<file path="src/rtl/seq_multiplier_radix.sv">
// Constant-latency radix-2^BITS_PER_CYCLE shift-add multiplier.
// Signed operands are multiplied as magnitudes and the sign is applied at the end.
module seq_multiplier_radix #(
  parameter int NUM_BITS       = 8,
  parameter int BITS_PER_CYCLE = 1
) (
  input  logic                    clk,
  input  logic                    rst,
  input  logic                    start,
  input  logic                    signed_mode,
  input  logic [NUM_BITS-1:0]     multiplier,
  input  logic [NUM_BITS-1:0]     multiplicand,
  output logic                    busy,
  output logic                    done,
  output logic [2*NUM_BITS-1:0]   product
);

  localparam int STEPS = (BITS_PER_CYCLE > 0)
                       ? NUM_BITS / BITS_PER_CYCLE : 1;
  localparam int PW    = 2 * NUM_BITS;
  localparam int AW    = PW + 1;
  localparam int CW    = $clog2(STEPS + 1);

  generate
    if (NUM_BITS < 2 || BITS_PER_CYCLE < 1 ||
        (NUM_BITS % BITS_PER_CYCLE) != 0) begin : g_bad_params
      $error("seq_multiplier_radix: illegal NUM_BITS/BITS_PER_CYCLE");
    end
  endgenerate

  typedef enum logic [1:0] {
    S_IDLE = 2'd0,
    S_CALC = 2'd1,
    S_FIX  = 2'd2
  } state_t;

  state_t                    r_state;
  state_t                    w_next;
  logic [CW-1:0]             r_cnt;
  logic                      r_sign;
  logic [NUM_BITS-1:0]       r_mag_a;
  logic [PW-1:0]             r_mag_b_sh;
  logic [AW-1:0]             r_acc;
  logic [PW-1:0]             r_prod;
  logic                      r_done;

  logic [NUM_BITS-1:0]       w_neg_a;
  logic [NUM_BITS-1:0]       w_neg_b;
  logic [NUM_BITS-1:0]       w_mag_a;
  logic [NUM_BITS-1:0]       w_mag_b;
  logic                      w_sign;
  logic [BITS_PER_CYCLE-1:0] w_digit;
  logic [AW-1:0]             w_pp;
  logic [PW-1:0]             w_acc_lo;
  logic [PW-1:0]             w_res;
  logic                      w_unused;

  assign w_neg_a = NUM_BITS'(0) - multiplier;
  assign w_neg_b = NUM_BITS'(0) - multiplicand;
  assign w_mag_a = (signed_mode && multiplier[NUM_BITS-1])
                 ? w_neg_a : multiplier;
  assign w_mag_b = (signed_mode && multiplicand[NUM_BITS-1])
                 ? w_neg_b : multiplicand;
  assign w_sign  = signed_mode &
                   (multiplier[NUM_BITS-1] ^ multiplicand[NUM_BITS-1]);

  // The multiplicand is pre-shifted each step, so the partial
  // product already carries its k*BITS_PER_CYCLE weight.
  assign w_digit  = r_mag_a[BITS_PER_CYCLE-1:0];
  assign w_pp     = AW'(r_mag_b_sh) * AW'(w_digit);
  assign w_acc_lo = r_acc[PW-1:0];
  assign w_res    = r_sign ? (PW'(0) - w_acc_lo) : w_acc_lo;
  assign w_unused = r_acc[AW-1];

  always_comb begin
    w_next = r_state;
    unique case (r_state)
      S_IDLE: if (start) w_next = S_CALC;
      S_CALC: if (r_cnt == CW'(1)) w_next = S_FIX;
      S_FIX:  w_next = S_IDLE;
      default: w_next = S_IDLE;
    endcase
  end

  always_ff @(posedge clk or negedge rst) begin
    if (!rst) r_state <= S_IDLE;
    else      r_state <= w_next;
  end

  always_ff @(posedge clk or negedge rst) begin
    if (!rst) begin
      r_cnt      <= '0;
      r_sign     <= 1'b0;
      r_mag_a    <= '0;
      r_mag_b_sh <= '0;
      r_acc      <= '0;
      r_prod     <= '0;
      r_done     <= 1'b0;
    end else begin
      r_done <= 1'b0;
      unique case (r_state)
        S_IDLE: begin
          if (start) begin
            r_sign     <= w_sign;
            r_mag_a    <= w_mag_a;
            r_mag_b_sh <= PW'(w_mag_b);
            r_acc      <= '0;
            r_cnt      <= CW'(STEPS);
          end
        end
        S_CALC: begin
          r_acc      <= r_acc + w_pp;
          r_mag_a    <= r_mag_a >> BITS_PER_CYCLE;
          r_mag_b_sh <= r_mag_b_sh << BITS_PER_CYCLE;
          r_cnt      <= r_cnt - CW'(1);
        end
        S_FIX: begin
          r_prod <= w_res;
          r_done <= 1'b1;
        end
        default: ;
      endcase
    end
  end

  assign busy    = (r_state != S_IDLE);
  assign done    = r_done;
  assign product = r_prod;

endmodule

</file>
<file path="config.mk">
export PLATFORM = sky130hd
export DESIGN_NAME = seq_multiplier_radix
export DESIGN_NICKNAME = d
export VERILOG_FILES = /design/src/rtl/seq_multiplier_radix.sv
export SDC_FILE = /design/constraint.sdc
export NUM_CORES = 1
export LEC_CHECK = 0
export ABC_AREA = 1
export CORE_ASPECT_RATIO = 1.4
export CORE_UTILIZATION = 30
export CTS_CLUSTER_SIZE = 16
export DETAILED_ROUTE_END_ITERATION = 12
export PLACE_DENSITY_LB_ADDON = 0.3
export SYNTH_ARGS = -nofsm -noshare
export SYNTH_HDL_FRONTEND = slang
export SYNTH_SLANG_ARGS = --single-unit
</file>
<file path="constraint.sdc">
create_clock -name clk -period 2.3 [get_ports clk]
set_input_delay 0.23 -clock clk [delete_from_list [all_inputs] [get_ports clk]]
set_output_delay 0.23 -clock clk [all_outputs]
set_load 0.005 [all_outputs]
</file>
* Yosys cells after proc, flatten, opt, wreduce, memory -nomap -nowiden
Index checks and enable logic that the tools add are counted.
** Operators by class
- Add/subtract/negate cells :: 5
- Multipliers :: 1
- Equal/unequal tests :: 5
- Multiplexer cells :: 15
- Bitwise gates (word level) :: 2
- Reductions and logical operators :: 8
** Operators with widths (number)
- $pmux W17 S2 :: 1
- $mux W16 :: 2
- $pmux W16 S2 :: 1
- $mux W8 :: 3
- $add A17 B17 Y17 :: 1
- $mul A16 B1 Y17 :: 1
- $mux W17 :: 1
- $pmux W8 S2 :: 1
- $sub A1 B16 Y16 const A :: 1
- $sub A1 B8 Y8 const A :: 2
- $pmux W4 S2 :: 1
- $reduce_and A2 Y1 :: 3
- $eq A4 B1 Y1 const B :: 1
- $mux W2 :: 2
- $mux W4 :: 1
- $ne A2 B2 Y1 const B :: 2
- $pmux W2 S2 :: 1
- $reduce_bool A2 Y1 :: 2
- $sub A4 B1 Y4 const B :: 1
- $eq A2 B1 Y1 const B :: 1
- $eq A2 B2 Y1 const B :: 1
- $logic_and A1 B1 Y1 :: 2
- $logic_not A2 Y1 :: 1
- $and A1 B1 Y1 :: 1
- 2 further kinds :: 2
** Storage, ports and cells
- Register bits after elaboration :: 65
- Bits of input ports :: 20
- Output and inout port bits :: 18

* Longest topological paths before layout
Gate-level depths: netlist (run 1).
- Word-level depth :: 4
- Gate-level depth with buffers :: 15
- Mapped depth without buffers :: 13

* Least setup slack after synthesis (run 1)
Ideal clock, no wire load.
- Path kind :: register to register
- Start :: register r_mag_a[0]
- End :: register r_acc[12]
- Arrival :: 1.961 ns
- Required time :: 2.183 ns
- Path slack :: 0.222 ns
- Cell stages (with the launch flop) :: 16
- Path buffers :: 2
- Cell sequence :: dfrtp_1 buf_2 clkbuf_1 nand2_1 inv_1 ha_1 inv_1 fa_1 inv_1 nand3_1 nand3_1 nand3_1 nand3_1 nand2_1 nand3_1 nand2_1
** On the way
- Cells in the longest elaborated chain, start to end :: 3
** Ends and longest elaborated chain
- from (decl) :: RTL line 41 : logic [NUM_BITS-1:0] r_mag_a;
- from (signal assigned) :: RTL line 105 : r_mag_a <= w_mag_a;
- from (signal assigned) :: RTL line 113 : r_mag_a <= r_mag_a >> BITS_PER_CYCLE;
- $mul A16 B1 Y17 :: RTL line 70 : assign w_pp = AW'(r_mag_b_sh) * AW'(w_digit);
- $add A17 B17 Y17 :: RTL line 112 : r_acc <= r_acc + w_pp;
- $pmux W17 S2 :: RTL line 101 : unique case (r_state)
- to (signal assigned) :: RTL line 112
- to (decl) :: RTL line 43 : logic [AW-1:0] r_acc;
Every way passes these cells.
A chain may end at the register's enable or synchronous reset.

* Worst setup path after layout (run 1)
- Start :: register r_mag_a[0]
- End :: register r_acc[13]
Same word-level chain as after synthesis.

==> impl_metrics.csv, run 1 <==
group,metric,value,unit
die,initial_core_util,0.3095,
critical_path,critical-path-max-stage-delay,0.41,ns
global_routing,largest_net_degree_at_the_start_of_global_routing,31,
critical_path,cell_repeated_most_along_the_worst_path,"sky130_fd_sc_hd__nand2_1",
sta,clock_skew,0.005323,ns
sta,setup_violations,0,
drt,detail_route.first_pass.iterations,4,
outcome,status,"finished, final reports clean",
sta,max-slew-margin-rel,0.5777,
critical_path,crit_arrival,2.20,ns
global_routing,antenna_found_initial,0,
layout,fillCellCount,1428,
critical_path,crit_path_cell_chain,"buf_4 > nand2_1 > inv_1 > ha_1 > nand2_1 > inv_1 > nand2_1 > nor3_1 > nand2_1 > nand2_1 > nand2_1 > nand3_1 > nand2_1",
synth,netlist_instances,588,
critical_path,crit_family,"simple AND/OR/NAND/NOR gates",
die,die_area,14360,sq um
placement,dp_wirelength,7599,microns
synth,cell_with_the_most_instances_after_synthesis,"sky130_fd_sc_hd__nand2_1",
critical_path,critPathRequiredTime,2.52,ns
clock_tree,h_tree_depth,3,
clock_tree,clock-sinks,64,
global_routing,first_global_vias,3620,
worst_hold_path,min_path_type,"in2async",
global_routing,track_usage,0.1496,
drt,drt_via_density,4.576,
sta,rsz0062_at_grt,"no",
clock_tree,cts.reportedPaths.clkPinSlew,0.05,ns
drt,detail_route.wirelength,9889,microns
layout,final_net_count,671,
synth,mean_instance_size_in_the_synthesized_netlist,7.079,sq um
synth,yosys_register_bits,64,
sta,timing.final.ws_setup,0.3145,ns
drt,post_drt_wl_per_cell,12.10,microns
critical_path,timing.critical_path.from,"r_mag_a[0]",
drt,vias,3739,
synth,synth_largest_area_cell,"sky130_fd_sc_hd__dfrtp_1",
die,floorplan.io_pins,38,
die,fp.dieW,101.6,microns
layout,multiInputGateArea,2100,sq um
global_routing,grt_overflow_total,0,
clock_tree,clk_latency,0.33,ns
pwr,vdd.ir_drop.worst,432.0,uV
die,floorplan.core_area,13450,sq um
placement,post-place-ws,0.3454,ns
synth,ys_top_cells_by_area,"sky130_fd_sc_hd__dfrtp_1, sky130_fd_sc_hd__nand2_1, sky130_fd_sc_hd__inv_1, sky130_fd_sc_hd__ha_1, sky130_fd_sc_hd__nand3_1",
clock_tree,post_cts.repair.setup_buffers,0,
synth,syn_nets,629,
placement,gp_congestion,0.8420,
sta,tightestPinTransition,0.6335,ns
critical_path,start_kind,"flop",
synth,ys_async_sr_fraction,1.000,
synth,netlist-cell-type-count,34,
layout,final_cell_count_no_fill,817,
layout,post_route_cells_drive_above_1_share,0.05669,
sta,fin_setup_tns,0,ns
placement,io_buffer_count,37,
sta,finalCritPeriodShare,0.8633,
synth,synth_top_area_share,0.3847,
clock_tree,cts-root-to-sink-buffers,2,
layout,utilization,0.3766,
die,rows,50,
critical_path,slowest_stage,"sky130_fd_sc_hd__dfrtp_1",
drt,postRouteAntennaNets,0,
synth,synthFlopType,"sky130_fd_sc_hd__dfrtp_1",
clock_tree,numCtsBuffers,9,
critical_path,timing.setup.critical_path_class,"reg2reg",
synth,synthesis.yosys.warnings,0,
synth,synthTopCellsByCount,"sky130_fd_sc_hd__nand2_1, sky130_fd_sc_hd__inv_1, sky130_fd_sc_hd__dfrtp_1",
synth,post_synth_instance_area,4163,sq um
sta,minimum_clock_period_after_layout,1.986,ns
clock_tree,cts_repair_resize_count,0,
placement,place.detailed.instances,800,
critical_path,end_kind,"flop",
die,die-height,141.4,microns
sta,report.final.hold_viol_count,0,
sta,slew_viol_final,0,
pwr,cellLeakagePower,2.689,nW
synth,number_of_enable_type_register_cells_in_the_synthesized_netlist,0,
critical_path,critical_path.reg2reg.startpoint,"r_mag_a[0]",
global_routing,grt_first_pass_wirelength,16640,microns
layout,seq_cell_area,1602,sq um
drt,remaining_drc_errors,0,
layout,num_antenna_cells,0,
pwr,power_density_relative_to_cell_area,1287,nW/um^2
drt,drtIter0Drc,132,
critical_path,critical_path_peak_fanout,13,
layout,synthToLayoutAreaGrowth,21.67,%
pwr,totalPowerFinal,6.520,mW
critical_path,worst-path-buf-inv,3,
clock_tree,tritoncts,"built",
sta,timing.fmax,503.7,MHz
clock_tree,root_buffer,"sky130_fd_sc_hd__clkbuf_16",
run,cap_violations,0,
synth,register_area_share_after_synthesis,0.3847,
==> through the flow <==
stage | hold slack (ns) | instance area, sq um
2_1_floorplan | -0.06559 | 4163
3_3_place_gp | 0.2782 | 4732
3_5_place_dp | 0.2865 | 4732
4_1_cts | 0.4606 | 5065
5_1_grt | 0.4972 | 5065
6_report | 0.4503 | 5065
==> report_power, final <==
group | switching (mW) | internal [mW]
clock network | 0.501 | 0.976
logic | 1.81 | 1.21
registers | 0.417 | 1.60
==> logic make-up after synthesis <==
logic type               count (synthesis)  share of synthesized area
XOR/XNOR                                16                    0.03367
buffers and inverters                  116                     0.1109
adder cells (fa/ha/maj)                 21                    0.06492
AND/OR/NAND/NOR                        288                     0.2901
AO/OA/AOI/OAI                           83                     0.1157
flip-flops                              64                     0.3847
==> metal layers <==
layer  GRT usage  wire length [microns]  vias to the layer above
li1            -                      -                     1959
met3     0.03153                    352                       19
met4     0.06865                    233                        0
met1      0.1779                   4409                     1689
met5           0                      0                        -
met2      0.2546                   4894                       72
==> cell type report <==
| cell class | instances | area share |
|---|---|---|
| multi-input combinational | 408 | 0.4145 |
| timing repair buffer | 45 | 0.08449 |
| tap | 182 | 0.04496 |
| clock inverter | 5 | 0.01581 |
| inverter | 102 | 0.07609 |
| sequential | 64 | 0.3162 |
| clock buffer | 11 | 0.04792 |
==> final timing paths <==
path	cells after the start	endpoint	slack (ns)
min reg2reg	2	product[13]	0.48
max	13	r_acc[13]	0.31
max reg2reg	13	r_acc[13]	0.31
min	2	product[5]	0.45
min in group clk	2	product[13]	0.48
max in group asynchronous	3	r_mag_b_sh[8]	1.20
==> registers in the layout, summed over array words and instances (netlist names) <==
register and cells:
r_cnt 4, r_acc 16, r_state 2, done 1, r_mag_b_sh 16, r_sign 1, product 16, r_mag_a 8
==> timing repair <==
action / in CTS / in global routing
hold endpoints to repair: 24 / 0
setup endpoints to repair: 0 / 0
hold buffers: 1 / 0
==> layout by cell type (no fill, tap or decap), types with 2 or more instances in the layout <==
| cell | n |
|---|---|
| sky130_fd_sc_hd__buf_4 | 7 |
| sky130_fd_sc_hd__inv_1 | 99 |
| sky130_fd_sc_hd__nor2_1 | 27 |
| sky130_fd_sc_hd__xor2_1 | 14 |
| sky130_fd_sc_hd__clkdlybuf4s50_1 | 36 |
| sky130_fd_sc_hd__clkbuf_16 | 9 |
| sky130_fd_sc_hd__o21ai_1 | 7 |
| sky130_fd_sc_hd__ha_1 | 20 |
| sky130_fd_sc_hd__nand3_1 | 49 |
| sky130_fd_sc_hd__a22oi_2 | 2 |
| sky130_fd_sc_hd__inv_2 | 2 |
| sky130_fd_sc_hd__o22ai_1 | 12 |
| sky130_fd_sc_hd__nand2_2 | 3 |
| sky130_fd_sc_hd__dfrtp_1 | 64 |
| sky130_fd_sc_hd__nor2_2 | 3 |
| sky130_fd_sc_hd__a31oi_1 | 2 |
| sky130_fd_sc_hd__a21oi_1 | 15 |
| sky130_fd_sc_hd__nand4_1 | 7 |
| sky130_fd_sc_hd__a22oi_1 | 10 |
| sky130_fd_sc_hd__bufinv_16 | 2 |
| sky130_fd_sc_hd__o21ai_0 | 32 |
| sky130_fd_sc_hd__nor3_1 | 6 |
| sky130_fd_sc_hd__nand3b_1 | 2 |
| sky130_fd_sc_hd__clkinvlp_4 | 2 |
| sky130_fd_sc_hd__or2_1 | 2 |
| sky130_fd_sc_hd__nand2_1 | 186 |
| sky130_fd_sc_hd__xnor2_1 | 2 |
Note: power is estimated with default switching activity, not from simulation.
==> run 2, diff against run 1 <==
--- a/config.mk
+++ b/config.mk
@@ -11,6 +11,7 @@
 export CTS_CLUSTER_SIZE = 16
 export DETAILED_ROUTE_END_ITERATION = 12
 export PLACE_DENSITY_LB_ADDON = 0.3
+export SLEW_MARGIN = 10
 export SYNTH_ARGS = -nofsm -noshare
 export SYNTH_HDL_FRONTEND = slang
 export SYNTH_SLANG_ARGS = --single-unit
==> results of run 2 <==
The final DEF is identical to that of run 1; final timing and power are the same.
==> run 3, diff against run 2 <==
--- a/config.mk
+++ b/config.mk
@@ -5,7 +5,6 @@
 export SDC_FILE = /design/constraint.sdc
 export NUM_CORES = 1
 export LEC_CHECK = 0
-export ABC_AREA = 1
 export CORE_ASPECT_RATIO = 1.4
 export CORE_UTILIZATION = 30
 export CTS_CLUSTER_SIZE = 16
==> run 3 against run 2 <==
- the run now ends with negative setup slack left
- synthesized area shrank 6.6%
- sequential power is essentially flat
- maximum frequency shrank 14%
- register-to-register slack lost 0.33 ns
- clock-buffer cell count grew 2
- die area shrank 6.5%
- sequential share of layout area shrank 0.91 points
- setup slack lost 0.33 ns
- critical path type unchanged
- critical endpoint is now r_acc[14]
==> impl_metrics.csv, run 3 <==
group,metric,value,unit
outcome,status,"complete, but fails checks",
outcome,violations,"negative setup slack",
synth,synth_top_area_share,0.4118,
sta,max-slew-margin-rel,0.6188,
synth,ys_top_cells_by_area,"sky130_fd_sc_hd__dfrtp_1, sky130_fd_sc_hd__o21ai_0, sky130_fd_sc_hd__nand2_1, sky130_fd_sc_hd__ha_1, sky130_fd_sc_hd__xnor2_1",
sta,clock_skew,0.007720,ns
clock_tree,cts-root-to-sink-buffers,2,
critical_path,start_kind,"flop",
synth,synth_largest_area_cell,"sky130_fd_sc_hd__dfrtp_1",
die,initial_core_util,0.3113,
placement,gp_congestion,0.8239,
pwr,totalPowerFinal,6.550,mW
sta,timing.fmax,432.6,MHz
synth,synthTopCellsByCount,"sky130_fd_sc_hd__nand2_1, sky130_fd_sc_hd__dfrtp_1, sky130_fd_sc_hd__o21ai_0",
synth,netlist-cell-type-count,47,
die,die-height,136.7,microns
sta,finalCritPeriodShare,1.005,
drt,vias,3322,
pwr,cellLeakagePower,2.260,nW
critical_path,critPathRequiredTime,2.50,ns
die,floorplan.io_pins,38,
die,die_area,13430,sq um
drt,remaining_drc_errors,0,
placement,post-place-ws,-0.1038,ns
synth,cell_with_the_most_instances_after_synthesis,"sky130_fd_sc_hd__nand2_1",
drt,detail_route.wirelength,9226,microns
pwr,power_density_relative_to_cell_area,1256,nW/um^2
global_routing,first_global_vias,3301,
placement,io_buffer_count,37,
clock_tree,tritoncts,"built",
sta,slew_viol_final,0,
sta,fin_hold_ws,0.4490,ns
drt,drt_via_density,4.958,
critical_path,crit_family,"compound AO/OA/AOI/OAI gates",
layout,layout_commonest_cell,"sky130_fd_sc_hd__nand2_1",
layout,synthToLayoutAreaGrowth,34.11,%
layout,commonest_cells_after_routing_fill_and_taps_aside,"sky130_fd_sc_hd__nand2_1, sky130_fd_sc_hd__dfrtp_1, sky130_fd_sc_hd__o21ai_0",
drt,post_drt_wl_per_cell,13.77,microns
sta,report.final.hold_viol_count,0,
global_routing,largest_net_degree_at_the_start_of_global_routing,65,
sta,tightestPinTransition,0.5718,ns
die,rows,48,
synth,synthFlopType,"sky130_fd_sc_hd__dfrtp_1",
critical_path,end_kind,"flop",
critical_path,timing.setup.critical_path_class,"reg2reg",
worst_hold_path,min_path_type,"in2async",
clock_tree,clock-sinks,64,
layout,final_net_count,556,
critical_path,critical_path_peak_fanout,4,
die,fp.dieW,98.23,microns
synth,register_area_share_after_synthesis,0.4118,
critical_path,crit_path_cell_chain,"and2_4 > ha_4 > inv_2 > fa_2 > nor2b_4 > o211ai_1 > a211o_1 > a21oi_2 > mux2i_1 > o311ai_1",
global_routing,grt_first_pass_wirelength,15780,microns
synth,ys_async_sr_fraction,1.000,
synth,yosys_register_bits,64,
clock_tree,clk_latency,0.33,ns
synth,netlist_instances,444,
sta,timing.final.ws_setup,-0.01176,ns
critical_path,slowest_stage,"sky130_fd_sc_hd__dfrtp_1",
synth,syn_nets,485,
critical_path,worst-path-buf-inv,1,
sta,fin_setup_tns,-0.01826,ns
global_routing,track_usage,0.1502,
die,floorplan.core_area,12490,sq um
drt,drtIter0Drc,81,
run,cap_violations,0,
sta,minimum_clock_period_after_layout,2.312,ns
clock_tree,cts.reportedPaths.clkPinSlew,0.05,ns
placement,dp_wirelength,6940,microns
drt,detail_route.first_pass.iterations,6,
drt,postRouteAntennaNets,0,
layout,post_route_cells_drive_above_1_share,0.1750,
clock_tree,h_tree_depth,3,
clock_tree,numCtsBuffers,9,
layout,num_antenna_cells,0,
synth,post_synth_instance_area,3889,sq um
synth,synthesis.yosys.warnings,0,
critical_path,crit_arrival,2.51,ns
clock_tree,root_buffer,"sky130_fd_sc_hd__clkbuf_16",
critical_path,critical-path-max-stage-delay,0.38,ns
synth,number_of_enable_type_register_cells_in_the_synthesized_netlist,0,
synth,mean_instance_size_in_the_synthesized_netlist,8.758,sq um
global_routing,grt_overflow_total,0,
sta,setup_violations,2,
global_routing,antenna_found_initial,0,
pwr,vdd.ir_drop.worst,326.6,uV
sta,rsz0062_at_grt,"yes",
-- run 3: kinds of logic (layout without fill, tap and decap cells) --
family                   Yosys count  count (layout)  share of synthesized area
AND/OR/NAND/NOR                  150             150                     0.1850
AO/OA/AOI/OAI                    134             134                     0.2130
flip-flops                        64              64                     0.4118
buffers and inverters             38             114                    0.03668
XOR/XNOR                          35              35                    0.07883
adder cells (fa/ha/maj)           21              21                    0.06950
multiplexers                       2               2                   0.005148
-- run 3: area by class of cell --
type                            instances  area (sq um)
Clock buffer                           13         250.2
Clock inverter                          3         65.06
Fill cell                            1250          7277
Inverter                               15         56.30
Multi-Input combinational cell        342          2316
Sequential cell                        64          1602
Tap cell                              150         187.7
Timing Repair Buffer                   83         738.2
-- run 3: final timing paths --
kind / start / endpoint / slack, ns / depth (start not counted)
min in group clk: product[5] / product[5] / 0.47 / 2
max in group asynchronous: rst / r_mag_b_sh[5] / 1.58 / 3
hold reg to reg: product[5] / product[5] / 0.47 / 2
setup reg to reg: r_mag_a[0] / r_acc[14] / -0.01 / 10
setup / recovery: r_mag_a[0] / r_acc[14] / -0.01 / 10
hold / removal: rst / product[12] / 0.45 / 3
-- run 3: repair_timing --
action | 4_1_cts | 5_1_grt
endpoints found under the hold margin | 64 | 0
resized for setup | 11 | 19
cloned | 0 | 0
setup buffers | 2 | 3
hold buffers | 1 | 0
endpoints found under the setup margin | 5 | 10
pin swaps | 10 | 9
-- run 3: where the power goes --
group          switching (mW)  total (mW)  internal, mW
clock                   0.468        1.44         0.976
sequential              0.438        2.04          1.60
combinational            1.46        3.07          1.60
-- run 3: routing by layer --
metal / vias up / track usage / part of all wire
met5: - / 0 / 0
met4: 0 / 0.07711 / 0.020
met2: 45 / 0.2817 / 0.54
li1: 1698 / - / -
met1: 1570 / 0.1680 / 0.42
met3: 9 / 0.01532 / 0.015
-- run 3: metrics by stage --
step                instance area (sq um)  cells    util
global route                         5215    670  0.4175
CTS                                  5110    667  0.4091
finish                               5215    670  0.4175
detailed placement                   4711    648  0.3771
floorplan                            3925    444       -
global placement                     4711    648  0.3771
-- run 3: tightest hold or removal path, stage by stage --
cell and delay (ns):
sky130_fd_sc_hd__dlygate4sd3_1 0.52, sky130_fd_sc_hd__buf_2 0.12, sky130_fd_sc_hd__buf_12 0.30
